$ cat config.mk
export PLATFORM = sky130hd
export DESIGN_NAME = facto_slave_regs
export DESIGN_NICKNAME = d
export VERILOG_FILES = /design/src/rtl/facto_slave_regs.sv
export SDC_FILE = /design/constraint.sdc
export NUM_CORES = 1
export LEC_CHECK = 0
export CORE_ASPECT_RATIO = 0.5
export CORE_UTILIZATION = 50
export DETAILED_ROUTE_END_ITERATION = 10
export PLACE_DENSITY = 0.86
export SETUP_SLACK_MARGIN = 0.2
export SLEW_MARGIN = 15
export SYNTH_ARGS = -nofsm -noshare
export SYNTH_HDL_FRONTEND = slang
export SYNTH_SLANG_ARGS = --single-unit
export TNS_END_PERCENT = 30
$ cat constraint.sdc
create_clock -name clk -period 4.8 [get_ports clk]
set_clock_uncertainty 0.1 [all_clocks]
set_input_delay 0.96 -clock clk [delete_from_list [all_inputs] [get_ports clk]]
set_output_delay 0.96 -clock clk [all_outputs]
set_load 0.01 [all_outputs]
$ cat src/rtl/facto_slave_regs.sv
// facto_slave_regs
//   Bus-slave register block for the factorial accelerator. Holds the
//   control registers, runs the IDLE/BUSY/DONE sequencer, captures the
//   core result on completion and drives a maskable interrupt.
//
// Ports
//   clk            clock, all state changes on the rising edge
//   reset_n        synchronous active-low reset
//   s_sel/s_wr     slave select / 1=write 0=read
//   s_addr         byte offset, word index = s_addr[OFF_W-1:3]
//   s_din/s_dout   write data / registered read data (1-cycle latency)
//   op_start       one-cycle start pulse to the core
//   op_clear       one-cycle clear pulse to the core
//   operand        OPERAND register contents
//   core_done      core completion pulse, results valid in the same cycle
//   core_result_h/l  result words from the core
//   interrupt      registered INTREN[0] & done
//
// Word map: 0 OPSTART(W) 1 OPCLEAR(W) 2 OPDONE(RO) 3 INTREN(RW)
//           4 OPERAND(RW) 5 RESULT_H(RO) 6 RESULT_L(RO)
//
// state | meaning
// IDLE  | no operation pending, done=0
// BUSY  | core computing, operand writes and start requests ignored
// DONE  | result captured, done=1
module facto_slave_regs #(
  parameter int DATA_W = 64,
  parameter int OFF_W  = 8
) (
  input  logic              clk,
  input  logic              reset_n,
  input  logic              s_sel,
  input  logic              s_wr,
  input  logic [OFF_W-1:0]  s_addr,
  input  logic [DATA_W-1:0] s_din,
  output logic [DATA_W-1:0] s_dout,
  output logic              op_start,
  output logic              op_clear,
  output logic [DATA_W-1:0] operand,
  input  logic              core_done,
  input  logic [DATA_W-1:0] core_result_h,
  input  logic [DATA_W-1:0] core_result_l,
  output logic              interrupt
);

  localparam int IDX_W = OFF_W - 3;
  localparam logic [IDX_W-1:0] W_OPSTART  = IDX_W'(0);
  localparam logic [IDX_W-1:0] W_OPCLEAR  = IDX_W'(1);
  localparam logic [IDX_W-1:0] W_OPDONE   = IDX_W'(2);
  localparam logic [IDX_W-1:0] W_INTREN   = IDX_W'(3);
  localparam logic [IDX_W-1:0] W_OPERAND  = IDX_W'(4);
  localparam logic [IDX_W-1:0] W_RESULT_H = IDX_W'(5);
  localparam logic [IDX_W-1:0] W_RESULT_L = IDX_W'(6);

  typedef enum logic [1:0] {
    S_IDLE = 2'd0,
    S_BUSY = 2'd1,
    S_DONE = 2'd2
  } state_t;

  state_t            state_q, state_d;
  logic [DATA_W-1:0] result_h_q, result_h_d;
  logic [DATA_W-1:0] result_l_q, result_l_d;
  logic [DATA_W-1:0] operand_q;
  logic [DATA_W-1:0] s_dout_q;
  logic              intren_q;
  logic              op_start_q, op_clear_q, interrupt_q;
  logic              start_pulse, clear_pulse;
  logic [DATA_W-1:0] rd_data;

  logic [IDX_W-1:0] widx;
  logic             wr_en, rd_en, start_req, clear_req;
  logic             unused_addr_lsb;

  assign widx            = s_addr[OFF_W-1:3];
  assign unused_addr_lsb = ^s_addr[2:0];
  assign wr_en           = s_sel & s_wr;
  assign rd_en           = s_sel & ~s_wr;
  assign start_req       = wr_en & (widx == W_OPSTART) & s_din[0];
  assign clear_req       = wr_en & (widx == W_OPCLEAR) & s_din[0];

  // Clear takes priority over everything, including a coincident core_done.
  always_comb begin
    state_d     = state_q;
    result_h_d  = result_h_q;
    result_l_d  = result_l_q;
    start_pulse = 1'b0;
    clear_pulse = 1'b0;
    if (clear_req) begin
      state_d     = S_IDLE;
      result_h_d  = '0;
      result_l_d  = '0;
      clear_pulse = 1'b1;
    end else begin
      case (state_q)
        S_IDLE, S_DONE: begin
          if (start_req) begin
            state_d     = S_BUSY;
            start_pulse = 1'b1;
          end
        end
        S_BUSY: begin
          if (core_done) begin
            state_d    = S_DONE;
            result_h_d = core_result_h;
            result_l_d = core_result_l;
          end
        end
        default: state_d = S_IDLE;
      endcase
    end
  end

  always_comb begin
    rd_data = '0;
    case (widx)
      W_OPDONE:   rd_data = DATA_W'({state_q == S_BUSY, state_q == S_DONE});
      W_INTREN:   rd_data = DATA_W'(intren_q);
      W_OPERAND:  rd_data = operand_q;
      W_RESULT_H: rd_data = result_h_q;
      W_RESULT_L: rd_data = result_l_q;
      default:    rd_data = '0;
    endcase
  end

  always_ff @(posedge clk) begin
    if (!reset_n) begin
      state_q     <= S_IDLE;
      result_h_q  <= '0;
      result_l_q  <= '0;
      operand_q   <= '0;
      intren_q    <= 1'b0;
      s_dout_q    <= '0;
      op_start_q  <= 1'b0;
      op_clear_q  <= 1'b0;
      interrupt_q <= 1'b0;
    end else begin
      state_q     <= state_d;
      result_h_q  <= result_h_d;
      result_l_q  <= result_l_d;
      op_start_q  <= start_pulse;
      op_clear_q  <= clear_pulse;
      s_dout_q    <= rd_en ? rd_data : '0;
      // Uses pre-edge state, so it follows DONE entry/exit by one cycle.
      interrupt_q <= intren_q & (state_q == S_DONE);
      if (wr_en && (widx == W_INTREN)) begin
        intren_q <= s_din[0];
      end
      if (wr_en && (widx == W_OPERAND) && (state_q != S_BUSY)) begin
        operand_q <= s_din;
      end
    end
  end

  assign s_dout    = s_dout_q;
  assign op_start  = op_start_q;
  assign op_clear  = op_clear_q;
  assign operand   = operand_q;
  assign interrupt = interrupt_q;

endmodule

==> impl_metrics.py, run 1 <==
metrics = {
    "status": {
        "status": "finished clean",
    },
    "worst_setup_path": {
        "worstSetupEndpointType": "register",
        "rrSetupSlack_ns": 2.68,
        "critPathArrivalTime_ns": 3.39,
        "r2r-start": "state_q[0]",
        "crit_required_ns": 5.13,
        "startpoint_type": "primary input",
        "path_class": "primary input to register",
        "startpoint": "s_addr[3]",
        "cp_max_fo": 46,
    },
    "drt": {
        "wl_per_cell_um": 17.5,
        "drt.antenna.violating_nets": 0,
        "routed_wl_um": 31200,
        "drc": 0,
        "initialDrtViolationCount": 737,
        "viasPerCell": 5.65,
        "drt_pre_antenna_iters": 5,
        "vias": 10082,
    },
    "placed_design": {
        "place_inst": 1746,
        "io_buffers": 332,
        "gp_congestion": 0.835,
        "detailed_place_hpwl_um": 19700,
    },
    "logic_synthesis": {
        "syn_avg_cell_area_sq_um": 8.20,
        "synth_edf_count": 0,
        "synth_commonest_cells": "nand2_1, dfxtp_1, nand3_1, a21oi_1, clkbuf_1",
        "syn_area_sq_um": 10200,
        "synth_cells": 1248,
        "synth_cell_type_count": 38,
        "ys_ff_latch": 262,
        "synthFlopType": "dfxtp_1",
        "syn-num-nets": 1453,
        "synth_most_common_cell": "nand2_1",
        "yosysTopAreaCell": "dfxtp_1",
        "netlist_top_cells_area": "dfxtp_1, nand2_1, nand3_1",
        "synth_top_area_share_pct": 51.2,
        "ys_seq_area_share_pct": 51.2,
        "async_flop_share_pct": 0,
        "synth_warnings": 0,
    },
    "power_and_ir_drop": {
        "ir_drop_mv": 0.223,
        "p_leak_nw": 4.52,
        "power_density_nw_per_um2": 312,
    },
    "global_route": {
        "grt_overflow_total": 0,
        "grtUsageTotal_pct": 28.6,
        "grt_max_degree": 189,
        "grt_pass1_wl_um": 48400,
        "first_global_vias": 9740,
        "antenna_found_initial": 0,
    },
    "flow_run": {
        "maxCapViolCount": 0,
    },
    "floorplanning": {
        "placementRows": 36,
        "core_sq_um": 19800,
        "die_h_um": 103,
        "ioPinCount": 336,
        "dieArea_sq_um": 21100,
        "start_util_pct": 51.8,
        "dieWidth_um": 204,
    },
    "final_layout": {
        "final_layout_size_suffix_gt1_share_pct": 4.28,
        "instances_no_fill": 1786,
        "diodes": 0,
        "fillers": 1458,
        "syn2layout_area_growth_pct": 39.6,
        "nets": 1710,
    },
    "clock_tree": {
        "cts_buffer_depth": 3,
        "cts_resized": 0,
        "post_cts_buffers": 0,
        "clkTransAtPathRegs_ns": 0.07,
        "cts_root_buf": "clkbuf_16",
        "cts.sinks": 262,
        "cts_buffers": 23,
        "htreeDepth": 1,
        "worst_skew_pair.late_latency_ns": 0.51,
        "cts_tree": "built",
        "cts_hold_buf": 0,
    },
    "sta": {
        "post-route-period-util_pct": 63.8,
        "finalSetupTns_ns": 0,
        "rsz0062_at_grt": "false",
        "period_needed_ns": 3.06,
        "setup-violations-final": 0,
        "slew_headroom_pct": 33.7,
        "slew_violations": 0,
        "fmax_mhz": 326,
        "hold_violations": 0,
        "tightestPinTransition_ns": 0.994,
    },
    "min_path": {
        "min_from": "result_l_q[19]",
        "holdCritPathClass": "register to register",
    },
}
[cell type report]
| type | instances | area [sq um] | area share [%] |
|---|---|---|---|
| Timing Repair Buffer | 346 | 3460 | 24.2 |
| Inverter | 2 | 7.51 | 0.0525 |
| Clock buffer | 36 | 734 | 5.14 |
| Tap cell | 266 | 333 | 2.33 |
| Clock inverter | 4 | 70.1 | 0.490 |
| Multi-Input combinational cell | 870 | 4440 | 31.0 |
| Sequential cell | 262 | 5250 | 36.7 |
[routing by layer]
layer | routed length (um) | global-route usage, %
met2 | 15300 | 50.4
met3 | 2180 | 5.18
met5 | 0 | 0
met4 | 1440 | 13.9
met1 | 12400 | 34.4
[stage by stage]
| step | worst slack (ns) | total power, mW | hold WS [ns] | util (%) | area [sq um] |
|---|---|---|---|---|---|
| final | 1.74 | 4.45 | 0.353 | 72.3 | 14300 |
| after global routing | 1.64 | 4.60 | 0.372 | 72.3 | 14300 |
| after CTS | 1.75 | 4.48 | 0.356 | 72.3 | 14300 |
| after detailed placement | 1.23 | 2.54 | 0.347 | 68.2 | 13500 |
| after global placement | 1.32 | 2.53 | 0.342 | 68.2 | 13500 |
| after floorplan | 2.61 | 2.34 | 0.332 | - | 10200 |
[worst paths after layout]
path         cells past startpoint        endpoint
min                              2  result_l_q[19]
max reg2reg                      4  result_l_q[40]
min reg2reg                      2  result_l_q[19]
max                              5     operand[59]
[where the power goes]
| part | internal (mW) | total, mW | switching [mW] | leakage, nW |
|---|---|---|---|---|
| clock network | 1.15 | 1.96 | 0.807 | 0.401 |
| registers | 2.18 | 2.18 | 0.00295 | 2.11 |
| logic | 0.171 | 0.312 | 0.141 | 2.01 |
| total | 3.50 | 4.45 | 0.952 | 4.52 |
[logic make-up (layout without fill, tap and decap cells)]
| logic type | Yosys count | after routing | share of synthesized area, % |
|---|---|---|---|
| compound gates | 202 | 202 | 11.0 |
| buf+inv | 116 | 388 | 5.89 |
| flops | 262 | 262 | 51.2 |
| mux | 66 | 66 | 6.47 |
| simple gates | 602 | 602 | 25.4 |
[placed cells by master, fill, tap and decap left out, types with 3 or more instances in the layout]
| cell | count |
|---|---|
| a21oi_1 | 130 |
| a31oi_1 | 63 |
| buf_12 | 3 |
| buf_4 | 12 |
| clkbuf_16 | 23 |
| clkbuf_8 | 11 |
| clkdlybuf4s50_1 | 331 |
| dfxtp_1 | 262 |
| mux2i_1 | 65 |
| nand2_1 | 386 |
| nand3_1 | 188 |
| nor2_1 | 3 |
| nor2b_1 | 3 |
[worst max-delay path, cell delays in order]
cell             delay (ns)
clkdlybuf4s50_1        0.69
or2_2                  0.46
nor4b_4                0.23
buf_4                  0.72
mux2i_1                0.29
[state kept, by name (all words and copies together) (netlist names)]
| name | flops |
|---|---|
| operand | 64 |
| interrupt | 1 |
| result_h_q | 64 |
| result_l_q | 64 |
| op_start | 1 |
| intren_q | 1 |
| op_clear | 1 |
| s_dout | 64 |
| state_q | 2 |
(Power assumes the default switching activity.)
==> inputs of run 2 (changes only) <==
--- a/config.mk
+++ b/config.mk
@@ -6,9 +6,9 @@
 export NUM_CORES = 1
 export LEC_CHECK = 0
 export CORE_ASPECT_RATIO = 0.5
-export CORE_UTILIZATION = 50
+export CORE_UTILIZATION = 46
 export DETAILED_ROUTE_END_ITERATION = 10
-export PLACE_DENSITY = 0.86
+export PLACE_DENSITY = 0.8
 export SETUP_SLACK_MARGIN = 0.2
 export SLEW_MARGIN = 15
 export SYNTH_ARGS = -nofsm -noshare
==> constraint.sdc (replaced) <==
create_clock -name clk -period 3.07 [get_ports clk]
set_clock_uncertainty 0.1 [all_clocks]
set_input_delay 0.614 -clock clk [delete_from_list [all_inputs] [get_ports clk]]
set_output_delay 0.614 -clock clk [all_outputs]
set_load 0.01 [all_outputs]
==> impl_metrics.py, run 2 (synthesized netlist as in run 1, its figures left out) <==
metrics = {
    "worst_setup_path": {
        "path_class": "primary input to register",
        "slowest_stage": "clkdlybuf4s50_1",
        "rr_worst_depth": 4,
        "cp_num_buf_inv": 2,
        "rrSetupSlack_ns": 1.27,
        "cp-endpoint": "s_dout[57]",
        "r2r-end": "operand[15]",
        "r2r-start": "state_q[0]",
        "cp.depth": 5,
        "worstSetupEndpointType": "register",
        "startpoint": "s_addr[5]",
        "critPathArrivalTime_ns": 2.76,
        "crit_family": "buffers and inverters",
        "startpoint_type": "primary input",
        "cp_max_fo": 188,
        "crit_required_ns": 3.41,
        "path_cells": "clkdlybuf4s50_1 -> nor3b_4 -> buf_12 -> nand3_1 -> a31oi_1",
        "max_stage_delay_ns": 0.55,
    },
    "global_route": {
        "grtUsageTotal_pct": 27.1,
        "first_global_vias": 9811,
        "grt_pass1_wl_um": 49500,
        "antenna_found_initial": 0,
        "grt_overflow_total": 0,
        "grt_max_degree": 189,
    },
    "clock_tree": {
        "cts.sinks": 262,
        "cts_hold_buf": 0,
        "cts_buffer_depth": 3,
        "cts_tree": "built",
        "cts_resized": 0,
        "cts_buffers": 23,
        "post_cts_buffers": 0,
        "cts_root_buf": "clkbuf_16",
        "htreeDepth": 1,
        "worst_skew_pair.late_latency_ns": 0.52,
        "clkTransAtPathRegs_ns": 0.07,
    },
    "final_layout": {
        "final_layout_size_suffix_gt1_share_pct": 4.71,
        "syn2layout_area_growth_pct": 41.4,
        "mostFrequentLayoutCells": "nand2_1, clkdlybuf4s50_1, dfxtp_1",
        "diodes": 0,
        "final_common_cell": "nand2_1",
        "nets": 1718,
    },
    "sta": {
        "finalSetupTns_ns": 0,
        "worst_slack_ns": 0.653,
        "setup-violations-final": 0,
        "period_needed_ns": 2.42,
        "slew_headroom_pct": 25.0,
        "fmax_mhz": 414,
        "rsz0062_at_grt": "false",
        "tightestPinTransition_ns": 1.13,
        "hold_violations": 0,
        "post-route-period-util_pct": 78.7,
        "slew_violations": 0,
    },
    "drt": {
        "drt.antenna.violating_nets": 0,
        "viasPerCell": 5.47,
        "highest_layer": "met4",
        "wl_met3_um": 1940,
        "vias": 10013,
        "wl_met2_um": 15600,
        "wl_per_cell_um": 17.5,
        "met1Wirelength_um": 12900,
        "routed_wl_um": 32000,
        "drc": 0,
        "drt_pre_antenna_iters": 5,
        "initialDrtViolationCount": 749,
    },
    "floorplanning": {
        "placementRows": 38,
        "core_sq_um": 21700,
        "dieWidth_um": 213,
        "start_util_pct": 47.1,
        "die_h_um": 107,
        "ioPinCount": 336,
        "dieArea_sq_um": 22900,
    },
    "status": {
        "status": "finished clean",
    },
    "power_and_ir_drop": {
        "power_density_nw_per_um2": 479,
        "p_leak_nw": 4.58,
        "ir_drop_mv": 0.356,
    },
    "placed_design": {
        "place_ws_ns": 0.274,
        "io_buffers": 332,
        "detailed_place_hpwl_um": 20700,
        "gp_congestion": 0.843,
    },
    "min_path": {
        "holdCritPathClass": "register to register",
        "holdPathStages": 2,
    },
    "flow_run": {
        "maxCapViolCount": 0,
    },
}
[run 2: cell count changes in the layout (fill, tap and decap cells not counted), sizes merged]
cell / delta
inv: +1
buf: +8
clkinv: +1
[run 2: worst min path at each step]
| stage | startpoint | to | slack [ns] |
|---|---|---|---|
| floorplan | result_l_q[1] | result_l_q[1] | 0.33 |
| global placement | result_h_q[40] | result_h_q[40] | 0.34 |
| detailed placement | result_l_q[31] | result_l_q[31] | 0.35 |
| CTS | result_l_q[6] | result_l_q[6] | 0.36 |
| global route | result_l_q[59] | result_l_q[59] | 0.38 |
| finish | result_l_q[6] | result_l_q[6] | 0.35 |
[run 2: worst reg2reg max path, stage by stage (launching register included)]
cell	delay (ns)
dfxtp_1	0.39
nor2b_1	0.20
nor4b_4	0.41
buf_12	0.34
mux2i_1	0.28
[run 2: layout make-up]
type | instances | area, sq um
clock buffers | 36 | 704
repair buffers | 354 | 3620
fillers | 1775 | 7250
inverters | 2 | 7.51
multi-input cells | 870 | 4440
flip-flops and latches | 262 | 5250
well taps | 300 | 375
clock inverters | 6 | 83.8
[run 2: through the flow]
stage | power (mW) | cells | hold slack (ns) | utilization (%) | cell area [sq um]
floorplan | 3.65 | 1248 | 0.332 | - | 10200
global placement | 3.98 | 1788 | 0.342 | 63.0 | 13700
detailed placement | 3.99 | 1788 | 0.347 | 63.0 | 13700
CTS | 6.98 | 1830 | 0.356 | 66.6 | 14500
global route | 7.14 | 1830 | 0.376 | 66.6 | 14500
finish | 6.94 | 1830 | 0.354 | 66.6 | 14500
[run 2: report_power, final]
group	total [mW]	switching, mW	internal [mW]
Sequential	3.41	0.00464	3.40
Clock	3.02	1.27	1.75
Combinational	0.509	0.229	0.281
Total	6.94	1.51	5.43
[run 2: routing by layer]
metal	up-vias	GRT usage [%]
met1	4748	32.6
met5	-	0
met3	98	4.75
met4	0	13.0
met2	418	46.9
li1	4749	-
==> inputs of run 3 (changes only) <==
==> constraint.sdc (replaced) <==
create_clock -name clk -period 2.3 [get_ports clk]
set_clock_uncertainty 0.1 [all_clocks]
set_input_delay 0.46 -clock clk [delete_from_list [all_inputs] [get_ports clk]]
set_output_delay 0.46 -clock clk [all_outputs]
set_load 0.01 [all_outputs]
==> impl_metrics.py, run 3 (synthesized netlist as in run 1, its figures left out) <==
metrics = {
    "worst_setup_path": {
        "max_stage_delay_ns": 0.61,
        "rrSetupSlack_ns": 0.64,
        "path_cells": "clkdlybuf4s50_1",
        "slowest_stage": "clkdlybuf4s50_1",
        "cp_max_fo": 3,
        "cp_num_buf_inv": 1,
        "critPathArrivalTime_ns": 1.51,
        "startpoint_type": "register",
        "crit_family": "buffers and inverters",
        "crit_required_ns": 1.74,
        "path_class": "register to primary output",
        "r2r-end": "operand[10]",
        "r2r-start": "state_q[0]",
        "rr_worst_depth": 5,
        "worstSetupEndpointType": "primary output",
    },
    "sta": {
        "tightestPinTransition_ns": 0.491,
        "hold_violations": 0,
        "setup-violations-final": 0,
        "post-route-period-util_pct": 90.0,
        "period_needed_ns": 2.07,
        "fmax_mhz": 483,
        "worst_hold_slack_ns": 0.171,
        "slew_headroom_pct": 67.3,
        "slew_violations": 0,
        "worst_slack_ns": 0.229,
        "rsz0062_at_grt": "false",
    },
    "drt": {
        "drt.antenna.violating_nets": 0,
        "initialDrtViolationCount": 874,
        "drc": 0,
        "vias": 10151,
        "viasPerCell": 5.49,
        "drt_pre_antenna_iters": 7,
        "routed_wl_um": 32500,
        "wl_per_cell_um": 17.6,
    },
    "global_route": {
        "grt_overflow_total": 0,
        "grt_pass1_wl_um": 49900,
        "use_met3_pct": 4.43,
        "grtUsageTotal_pct": 27.3,
        "first_global_vias": 9758,
        "use_met1_pct": 33.5,
        "grt.busiest_layer": "met2",
        "antenna_found_initial": 0,
        "grt_max_degree": 94,
        "grt_use_met2_pct": 47.3,
    },
    "power_and_ir_drop": {
        "p_leak_nw": 4.71,
        "ir_drop_mv": 0.382,
        "power_density_nw_per_um2": 621,
    },
    "placed_design": {
        "detailed_place_hpwl_um": 21600,
        "io_buffers": 332,
        "place_inst": 1805,
        "gp_congestion": 0.868,
        "place_ws_ns": -0.0702,
    },
    "clock_tree": {
        "cts_resized": 0,
        "post_cts_buffers": 0,
        "cts_hold_buf": 0,
        "cts_buffers": 24,
        "htreeDepth": 1,
        "clkTransAtPathRegs_ns": 0.06,
        "worst_skew_pair.late_latency_ns": 0.52,
        "cts.sinks": 262,
        "cts_buffer_depth": 3,
        "cts_root_buf": "clkbuf_16",
        "cts_tree": "built",
    },
    "final_layout": {
        "diodes": 0,
        "syn2layout_area_growth_pct": 43.7,
        "mostFrequentLayoutCells": "nand2_1, clkdlybuf4s50_1, dfxtp_1",
        "final_common_cell": "nand2_1",
        "nets": 1736,
        "post-route-util_pct": 67.7,
        "instances_no_fill": 1849,
        "fillers": 1700,
        "final_layout_size_suffix_gt1_share_pct": 5.87,
    },
    "floorplanning": {
        "die_h_um": 107,
        "start_util_pct": 47.1,
        "placementRows": 38,
        "core_sq_um": 21700,
        "ioPinCount": 336,
        "dieWidth_um": 213,
        "dieArea_sq_um": 22900,
    },
    "min_path": {
        "whs_endpoint": "operand[0]",
        "holdCritPathClass": "primary input to register",
        "holdPathStages": 3,
        "min_from": "reset_n",
    },
    "flow_run": {
        "maxCapViolCount": 0,
    },
    "status": {
        "status": "finished clean",
    },
}
-- run 3: cell types whose count changed in the layout (fill, tap and decap cells not counted) --
cell	delta
clkbuf_16	+2
buf_4	+6
clkinv_2	+6
clkbuf_8	-3
bufinv_16	-2
inv_6	-1
buf_12	+11
-- run 3: stage by stage --
step	cell area [sq um]	TNS, ns	power, mW
final	14700	0	9.14
after floorplan	10200	0	4.87
after detailed placement	14000	-0.525	5.35
after global routing	14700	0	9.42
after CTS	14700	0	9.18
after global placement	14000	0	5.35
-- run 3: power by group --
part	leakage (nW)	internal (mW)	switching, mW
Combinational	2.21	0.400	0.311
Clock	0.385	2.15	1.73
Sequential	2.11	4.54	0.00622
-- run 3: final cells by class --
cell class | count | area [sq um] | area share (%)
sequential | 262 | 5250 | 35.7
multi-input combinational | 870 | 4440 | 30.2
timing repair buffer | 371 | 3890 | 26.4
clock buffer | 35 | 713 | 4.85
tap | 300 | 375 | 2.55
clock inverter | 9 | 45.0 | 0.306
inverter | 2 | 7.51 | 0.0510
-- run 3: routing by layer --
metal  part of all wire [%]  vias up
li1                       -     4793
met4                    4.3        0
met3                    5.7      103
met1                     41     4848
met2                     49      407
met5                      0        -
-- run 3: how the worst max path moves through the flow --
stage	slack [ns]	cells after the start	to	startpoint
after global routing	0.20	1	operand[36]	operand[36]
after CTS	0.21	1	operand[63]	operand[63]
after global placement	0.01	6	operand[16]	s_addr[7]
after detailed placement	-0.07	6	operand[10]	s_addr[7]
after floorplan	0.61	5	operand[10]	s_addr[3]
final	0.23	1	operand[63]	operand[63]
-- run 3: worst min-delay path, delay by kind of cell --
family	cells	cell delay, ns
buffers and inverters	1	0.16
muxes	1	0.05
and+or+nand+nor	1	0.07
